**src/rtl/mac_tile_controller_if.sv**
```systemverilog
// mac_tile_controller_if
//   Groups the request, handshake and datapath-control signals between the
//   MAC tile controller (slave side) and whatever sequences it (master side).
//   Ports carried:
//     load_A, load_B, start, acc_mode, k_len, abort, out_ready  master -> slave
//     ld_a_en, ld_b_en, clear_acc, compute_en, k_index, busy,
//     done, out_valid, err_klen                                 slave -> master
//   K_MAX must match the controller's K_MAX so that k_len/k_index widths agree.
interface mac_tile_controller_if #(
  parameter int K_MAX = 16
);
  localparam int KW = $clog2(K_MAX + 1);

  logic          load_A;
  logic          load_B;
  logic          start;
  logic          acc_mode;
  logic [KW-1:0] k_len;
  logic          abort;
  logic          out_ready;

  logic          ld_a_en;
  logic          ld_b_en;
  logic          clear_acc;
  logic          compute_en;
  logic [KW-1:0] k_index;
  logic          busy;
  logic          done;
  logic          out_valid;
  logic          err_klen;

  modport master (
    output load_A, load_B, start, acc_mode, k_len, abort, out_ready,
    input  ld_a_en, ld_b_en, clear_acc, compute_en, k_index,
           busy, done, out_valid, err_klen
  );

  modport slave (
    input  load_A, load_B, start, acc_mode, k_len, abort, out_ready,
    output ld_a_en, ld_b_en, clear_acc, compute_en, k_index,
           busy, done, out_valid, err_klen
  );
endinterface

```
**src/rtl/mac_tile_controller.sv**
```systemverilog
// mac_tile_controller
//   Sequencing FSM for the NxN 8-bit MAC array: operand-buffer loads,
//   accumulator clear, compute over a runtime reduction length, pipeline /
//   systolic drain, abort, and a valid/ready result handshake.
//   Ports:
//     clock    in  system clock
//     reset_n  in  asynchronous active-low reset
//     bus      mac_tile_controller_if.slave (requests in, controls/status out)
//
//   state   | meaning
//   --------+------------------------------------------------------------
//   IDLE    | waiting; loads pass through, legal start launches a tile
//   LOAD    | operand buffer load in progress, ld_*_en follow load_*
//   CLEAR   | one cycle of accumulator clear (skipped in accumulate mode)
//   SETUP   | one cycle of operand setup before compute
//   COMPUTE | MAC enabled, k_index steps 0..klen-1
//   DRAIN   | D cycles to flush datapath pipeline / systolic skew
//   DONE    | result held valid until out_ready
module mac_tile_controller #(
  parameter int N        = 4,
  parameter int K_MAX    = 16,
  parameter int PIPE_LAT = 2,
  parameter int SYSTOLIC = 0
) (
  input  logic                  clock,
  input  logic                  reset_n,
  mac_tile_controller_if.slave  bus
);
  localparam int KW = $clog2(K_MAX + 1);
  localparam int D  = PIPE_LAT + ((SYSTOLIC != 0) ? 2 * (N - 1) : 0);
  localparam int DW = (D > 0) ? $clog2(D + 1) : 1;
  // Drain counter is a down-counter; DONE follows the cycle it reads zero.
  localparam logic [DW-1:0] DRAIN_LOAD = (D > 0) ? DW'(D - 1) : '0;
  localparam logic [KW-1:0] K_MAX_W    = KW'(K_MAX);

  typedef enum logic [2:0] {
    IDLE    = 3'd0,
    LOAD    = 3'd1,
    CLEAR   = 3'd2,
    SETUP   = 3'd3,
    COMPUTE = 3'd4,
    DRAIN   = 3'd5,
    DONE    = 3'd6
  } state_t;

  state_t        state_q, state_d;
  logic [KW-1:0] k_index_q;
  logic [KW-1:0] klen_q;
  logic [DW-1:0] drain_cnt_q;

  logic klen_ok;
  logic last_k;
  logic launch;
  logic in_flight;
  logic abort_hit;
  logic compute_en_c;

  assign klen_ok   = (bus.k_len != '0) && (bus.k_len <= K_MAX_W);
  assign last_k    = (k_index_q == klen_q - KW'(1));
  assign in_flight = (state_q == CLEAR) || (state_q == SETUP) ||
                     (state_q == COMPUTE) || (state_q == DRAIN);
  assign abort_hit = in_flight && bus.abort;

  always_ff @(posedge clock or negedge reset_n) begin
    if (!reset_n) state_q <= IDLE;
    else          state_q <= state_d;
  end

  always_comb begin
    state_d      = state_q;
    launch       = 1'b0;
    compute_en_c = 1'b0;
    bus.ld_a_en  = 1'b0;
    bus.ld_b_en  = 1'b0;
    bus.clear_acc = 1'b0;
    bus.err_klen = 1'b0;
    case (state_q)
      IDLE: begin
        bus.ld_a_en = bus.load_A;
        bus.ld_b_en = bus.load_B;
        if (bus.load_A || bus.load_B) begin
          state_d = LOAD;
        end else if (bus.start) begin
          if (klen_ok) begin
            launch  = 1'b1;
            state_d = bus.acc_mode ? SETUP : CLEAR;
          end else begin
            bus.err_klen = 1'b1;
          end
        end
      end
      LOAD: begin
        bus.ld_a_en = bus.load_A;
        bus.ld_b_en = bus.load_B;
        if (!bus.load_A && !bus.load_B) state_d = IDLE;
      end
      CLEAR: begin
        if (bus.abort) begin
          state_d = IDLE;
        end else begin
          bus.clear_acc = 1'b1;
          state_d       = SETUP;
        end
      end
      SETUP: state_d = bus.abort ? IDLE : COMPUTE;
      COMPUTE: begin
        if (bus.abort) begin
          state_d = IDLE;
        end else begin
          compute_en_c = 1'b1;
          if (last_k) state_d = (D > 0) ? DRAIN : DONE;
        end
      end
      DRAIN: begin
        if (bus.abort)              state_d = IDLE;
        else if (drain_cnt_q == '0) state_d = DONE;
      end
      DONE: begin
        if (bus.out_ready) begin
          state_d = IDLE;
          if (bus.start) begin
            if (klen_ok) begin
              launch  = 1'b1;
              state_d = bus.acc_mode ? SETUP : CLEAR;
            end else begin
              bus.err_klen = 1'b1;
            end
          end
        end
      end
      default: state_d = IDLE;
    endcase
  end

  always_ff @(posedge clock or negedge reset_n) begin
    if (!reset_n) begin
      k_index_q <= '0;
      klen_q    <= '0;
    end else if (launch) begin
      k_index_q <= '0;
      klen_q    <= bus.k_len;
    end else if (abort_hit) begin
      k_index_q <= '0;
    end else if (compute_en_c && !last_k) begin
      k_index_q <= k_index_q + KW'(1);
    end
  end

  always_ff @(posedge clock or negedge reset_n) begin
    if (!reset_n) begin
      drain_cnt_q <= '0;
    end else if (state_q == COMPUTE && state_d == DRAIN) begin
      drain_cnt_q <= DRAIN_LOAD;
    end else if (state_q == DRAIN && drain_cnt_q != '0) begin
      drain_cnt_q <= drain_cnt_q - DW'(1);
    end
  end

  assign bus.compute_en = compute_en_c;
  assign bus.k_index    = k_index_q;
  assign bus.busy       = in_flight;
  assign bus.out_valid  = (state_q == DONE);
  assign bus.done       = (state_q == DONE);
endmodule

```
**src/flat_wrapper.sv**
```systemverilog
// flat-port wrapper written by rule: the top's interface ports become plain ports
module mac_tile_controller_flat 
#(
  parameter int N        = 4,
  parameter int K_MAX    = 16,
  parameter int PIPE_LAT = 2,
  parameter int SYSTOLIC = 0
)
  (clock, reset_n, bus_load_A, bus_load_B, bus_start, bus_acc_mode, bus_k_len, bus_abort, bus_out_ready, bus_ld_a_en, bus_ld_b_en, bus_clear_acc, bus_compute_en, bus_k_index, bus_busy, bus_done, bus_out_valid, bus_err_klen);
  mac_tile_controller_if #(.K_MAX(K_MAX)) bus_i ();
  input  logic clock;
  input  logic reset_n;
  input wire logic [$bits(bus_i.load_A)-1:0] bus_load_A;
  input wire logic [$bits(bus_i.load_B)-1:0] bus_load_B;
  input wire logic [$bits(bus_i.start)-1:0] bus_start;
  input wire logic [$bits(bus_i.acc_mode)-1:0] bus_acc_mode;
  input wire logic [$bits(bus_i.k_len)-1:0] bus_k_len;
  input wire logic [$bits(bus_i.abort)-1:0] bus_abort;
  input wire logic [$bits(bus_i.out_ready)-1:0] bus_out_ready;
  output wire logic [$bits(bus_i.ld_a_en)-1:0] bus_ld_a_en;
  output wire logic [$bits(bus_i.ld_b_en)-1:0] bus_ld_b_en;
  output wire logic [$bits(bus_i.clear_acc)-1:0] bus_clear_acc;
  output wire logic [$bits(bus_i.compute_en)-1:0] bus_compute_en;
  output wire logic [$bits(bus_i.k_index)-1:0] bus_k_index;
  output wire logic [$bits(bus_i.busy)-1:0] bus_busy;
  output wire logic [$bits(bus_i.done)-1:0] bus_done;
  output wire logic [$bits(bus_i.out_valid)-1:0] bus_out_valid;
  output wire logic [$bits(bus_i.err_klen)-1:0] bus_err_klen;
  assign bus_i.load_A = bus_load_A;
  assign bus_i.load_B = bus_load_B;
  assign bus_i.start = bus_start;
  assign bus_i.acc_mode = bus_acc_mode;
  assign bus_i.k_len = bus_k_len;
  assign bus_i.abort = bus_abort;
  assign bus_i.out_ready = bus_out_ready;
  assign bus_ld_a_en = bus_i.ld_a_en;
  assign bus_ld_b_en = bus_i.ld_b_en;
  assign bus_clear_acc = bus_i.clear_acc;
  assign bus_compute_en = bus_i.compute_en;
  assign bus_k_index = bus_i.k_index;
  assign bus_busy = bus_i.busy;
  assign bus_done = bus_i.done;
  assign bus_out_valid = bus_i.out_valid;
  assign bus_err_klen = bus_i.err_klen;
  mac_tile_controller #(.N(N), .K_MAX(K_MAX), .PIPE_LAT(PIPE_LAT), .SYSTOLIC(SYSTOLIC)) u_core (.clock(clock), .reset_n(reset_n), .bus(bus_i));
endmodule
```
**config.mk**
```make
export PLATFORM = sky130hd
export DESIGN_NAME = mac_tile_controller_flat
export DESIGN_NICKNAME = d
export VERILOG_FILES = /design/src/rtl/mac_tile_controller_if.sv /design/src/rtl/mac_tile_controller.sv /design/src/flat_wrapper.sv
export SDC_FILE = /design/constraint.sdc
export NUM_CORES = 1
export LEC_CHECK = 0
export ABC_AREA = 1
export BUFFER_PORTS_ARGS = -buffer_cell sky130_fd_sc_hd__buf_4
export CORE_MARGIN = 2
export CORE_UTILIZATION = 35
export CTS_BUF_LIST = sky130_fd_sc_hd__clkbuf_4 sky130_fd_sc_hd__clkbuf_8
export DETAILED_ROUTE_END_ITERATION = 16
export PLACE_DENSITY = 0.56
export SLEW_MARGIN = 25
export SYNTH_ARGS = -nofsm -noshare
export SYNTH_HDL_FRONTEND = slang
export SYNTH_SLANG_ARGS = --single-unit
```
**constraint.sdc**
```tcl
create_clock -name clock -period 1.99 [get_ports clock]
set_clock_uncertainty 0.15 [all_clocks]
set_input_delay 0.199 -clock clock [delete_from_list [all_inputs] [get_ports clock]]
set_output_delay 0.199 -clock clock [all_outputs]
set_load 0.05 [all_outputs]
```
### Word-level counts from Yosys, hierarchy flattened

Cells that the tools add are included.

* $add $sub $neg: 3
* mux-type cells: 35
* magnitude comparators: 1
* equality and inequality tests: 8
* reductions and logical operators: 20

Operators by type and width (number)
* $mux W3: 12
* $pmux W3 S7: 1
* $mux W5: 3
* $mux W1: 14
* $eq A3 B3 Y1 const B: 4
* $eq A3 B2 Y1 const B: 2
* $logic_and A1 B1 Y1: 6
* $mux W2: 3
* $add A5 B1 Y5 const B: 1
* $eq A5 B5 Y1: 1
* $le A5 B5 Y1 const B: 1
* $reduce_bool A5 Y1: 1
* $sub A5 B1 Y5 const B: 1
* $logic_or A1 B1 Y1: 4
* $pmux W1 S2: 2
* $reduce_bool A2 Y1: 2
* $eq A3 B1 Y1 const B: 1
* $logic_not A1 Y1: 3
* $logic_not A3 Y1: 1
* $reduce_bool A3 Y1: 1
* $logic_not A2 Y1: 1
* $reduce_or A2 Y1: 1
* $sub A2 B1 Y2 const B: 1

* input port bits: 13
* flip-flop bits (word level): 15
* output and inout port bits: 13

### Longest topological paths before layout

* word-level depth: 9
* gate-level depth with buffers: 12

### Least setup slack after synthesis

OpenSTA, ideal clock, no wires.

* path kind: register -> output
* start: reg u_core.state_q[0]
* end: out bus_out_valid
* path slack: -330 ps
* arrival: 1971 ps
* required time: 1641 ps
* cell stages (with the launch flop): 3
* cell sequence: dfrtp_1 nor3_1 buf_4

* cells in the longest elaborated chain, start to end: 1

Ends and longest elaborated chain
* start, declared: line mac_tile_controller.sv:46 `state_t state_q, state_d;`
* start signal, assigned: line mac_tile_controller.sv:66 `else state_q <= state_d;`
* $eq A3 B3 Y1
* end, declared: line flat_wrapper.sv:27 `output wire logic [$bits(bus_i.out_valid)-1:0] bus_out_valid;`

No other way between the ends.

### Final worst setup path

* start: in bus_k_len[1]
* end: out bus_err_klen

* cells in the longest elaborated chain, start to end: 6

Ends and longest elaborated chain
* start, declared: line flat_wrapper.sv:17 `input wire logic [$bits(bus_i.k_len)-1:0] bus_k_len;`
* $le A5 B5 Y1 / $reduce_bool A5 Y1 (equally long branches): line mac_tile_controller.sv:58 `assign klen_ok = (bus.k_len != '0) && (bus.k_len <= K_MAX_W);`
* $logic_and A1 B1 Y1 *: line mac_tile_controller.sv:58
* $mux W1 *: line mac_tile_controller.sv:84, mac_tile_controller.sv:122
* $mux W1 *: line mac_tile_controller.sv:121 `if (bus.start) begin`
* $mux W1 (on tied branches): line mac_tile_controller.sv:119, mac_tile_controller.sv:81
* $pmux W1 S2 *: line mac_tile_controller.sv:77 `case (state_q)`
* end, declared: line flat_wrapper.sv:28 `output wire logic [$bits(bus_i.err_klen)-1:0] bus_err_klen;`

Mark *: on every way between the ends. The rest lies on a longest branch, timed or not.

==> impl_metrics.ini <==
[outcome]
status = finished clean

[detailed_routing]
wl_met1_mm = 1.22
wl_met2_mm = 1.29
drcViolationCount = 0
drt-total-wl_mm = 2.62
vias_per_cell = 4.59
antenna_left = 0
vias = 1124
firstDrtPassIters = 4
avgRoutedWirePerCell_um = 10.7
met3_length_um = 61
top_layer_used = met4
dr.first_iter.drc_count = 43

[setup_path]
cp_slowest_cell = dlygate4sd3_1
crit_buf_inv = 3
worstPathMaxFanout = 2
slowest_delay_ns = 0.55
critPathLaunchType = input port
rr_worst_depth = 12
critPathTopFamily = buffers and inverters
worstReg2RegEnd = u_core.bus.k_index[3]
worst-setup-path-type = in -> out
cp-end-kind = output pin
r2r_start = u_core.klen_q[0]
crit_chain = dlygate4sd3_1 -> buf_4 -> nor2_1 -> nand3b_1 -> a21oi_1 -> buf_4
crit_top_cell = buf_4
required_ns = 1.64
r2r_slack_ns = 0.23
arrival_ns = 1.51

[global_route]
grt.overflow.total = 0
grt_pass1_wl_mm = 4.42
gr-usage-all-layers_pct = 16.3
antenna_found_initial = 0
grt_max_degree = 16
grt_pass1_vias = 1074

[placed_design]
dp_hpwl_mm = 2.05
place.gp.congestion = 0.842
placed_cells = 235
portBuffers = 25

[logic_synthesis]
synth_top_area_cell = dfrtp_1
synth_top_area_share_pct = 33.8
ys_ff_latch = 15
yosys-top-cells-area = dfrtp_1, nand2_1, nand3_1
avgSynthCellArea_um2 = 6.61
netlist_instances = 168
yosysUniqueCellTypes = 24
mappedNetlistArea_um2 = 1110
ys_seq_area_share_pct = 33.8
synth_nets = 184
ys.warnings.count = 0

[pwr]
p_leak_nw = 0.758
vdd_drop_max_v = 0.000371
p_per_area_nw_per_um2 = 889

[sta]
worst_slew_margin_rel_pct = 76.2
period_share_pct = 93.5
slew_violations = 0
tightest_slew_ns = 0.353
setup_violations = 0
rsz0062_at_grt = false
clock.fmax_mhz = 537
period_needed_ns = 1.86
hold_viol = 0
fin_tns_setup_ns = 0

[clock_tree]
clock-sinks = 15
cts_buffers = 3
cts_buffer_depth = 2
clock-root-buffer = clkbuf_4
clk_pin_slew_ns = 0.10
cts_htree_levels = 1
clk_latency_ns = 0.29
cts_tree = done

[cells_and_area]
stdcell_count = 245
nNetsFinal = 218
antenna_cells = 0
drive_gt1_share_pct = 24.4
multiInputGateArea_um2 = 646
final_cell_mix = nand2_1, buf_4, nor2_1
final_common_cell = nand2_1
area_growth_pct = 29.7
seq_area_um2 = 377
nFillCells = 327

[flow_run]
cap_violations = 0

[floorplan]
die_width_um = 60.3
floorplan.die.height_um = 60.3
rows = 20
initial_core_util_pct = 36.7
die_area_um2 = 3640
core-area_um2 = 3030
ios = 26

[min_path]
min_path_cells = 4
min_to = u_core.state_q[1]
hold_start = bus_out_ready
hold_path.class = in -> reg
## area by class of cell
type	instances	area share, %
clock buffers	4	2.08
inverters	23	5.99
multi-input cells	128	44.8
flip-flops and latches	15	26.1
well taps	44	3.82
repair buffers	31	17.2
## worst min-delay path, stage by stage
cell	delay, ns
buf_4	0.09
nor4_1	0.05
nor2_1	0.09
nand3_1	0.07
## stage by stage
stage               total power, mW  cell area, µm²  hold slack, ns  utilization (%)  setup slack, ns
floorplan                     0.914            1120          -0.247                -           0.0583
global placement               1.06            1340         -0.0781             44.3            0.218
detailed placement             1.08            1340         -0.0785             44.3            0.203
CTS                            1.29            1430          0.0875             47.2           0.0828
global route                   1.41            1440           0.119             47.6         0.000699
finish                         1.28            1440          0.0990             47.6            0.129
## metal layers
metal,vias to the layer above,global-route usage (%)
li1,593,-
met1,509,21.0
met2,16,25.6
met3,6,3.41
met4,0,8.89
met5,-,0
## how the worst max path moves through the flow
stage | startpoint | to | slack (ns) | cells past startpoint
global route | u_core.state_q[1] | bus_err_klen | 0.0007 | 6
finish | bus_k_len[1] | bus_err_klen | 0.13 | 6
CTS | u_core.state_q[0] | bus_err_klen | 0.08 | 6
detailed placement | u_core.klen_q[0] | u_core.bus.k_index[2] | 0.20 | 12
floorplan | u_core.state_q[0] | bus_err_klen | 0.06 | 5
global placement | u_core.klen_q[0] | u_core.bus.k_index[2] | 0.22 | 12
## synth_stat cells
cell type / count
o21ai_1: 6
ha_1: 3
inv_1: 16
buf_4: 1
nor2_2: 1
nor4_1: 1
nor2_4: 5
nand2_1: 52
nand2_2: 4
nor2_1: 24
xor2_1: 2
inv_2: 6
clkinv_1: 1
buf_6: 1
or3_1: 1
nor3_1: 2
nand3_1: 19
nor3b_1: 1
xnor2_1: 1
a21boi_1: 1
a21oi_1: 2
nand4_1: 1
nand3b_1: 2
dfrtp_1: 15
## power by group
part | leakage [nW] | switching [mW] | internal (mW)
combinational | 0.548 | 0.392 | 0.230
clock | 0.0184 | 0.100 | 0.0915
sequential | 0.192 | 0.0818 | 0.386
total | 0.758 | 0.575 | 0.707
## repair_timing
item / 4_1_cts / 5_1_grt
hold buffers: 6 / 0
setup buffers: 0 / 0
resized for setup: 0 / 4
hold endpoints to repair: 20 / 0
endpoints found under the setup margin: 0 / 4
## cell families (layout without fill, tap and decap cells)
family,Yosys count,count (layout),share of synthesized area (%)
flops,15,15,33.8
buf+inv,25,58,9.46
simple gates,113,113,46.7
compound gates,9,9,4.28
fa+ha+maj,3,3,3.38
xor+xnor,3,3,2.37
## flip-flops by register name, summed over array words and instances, names as in the netlist
signal / flops
u_core.state_q: 3
u_core.klen_q: 5
u_core.drain_cnt_q: 2
u_core.bus.k_index: 5
No activity file was read; power rests on OpenSTA's default activity.
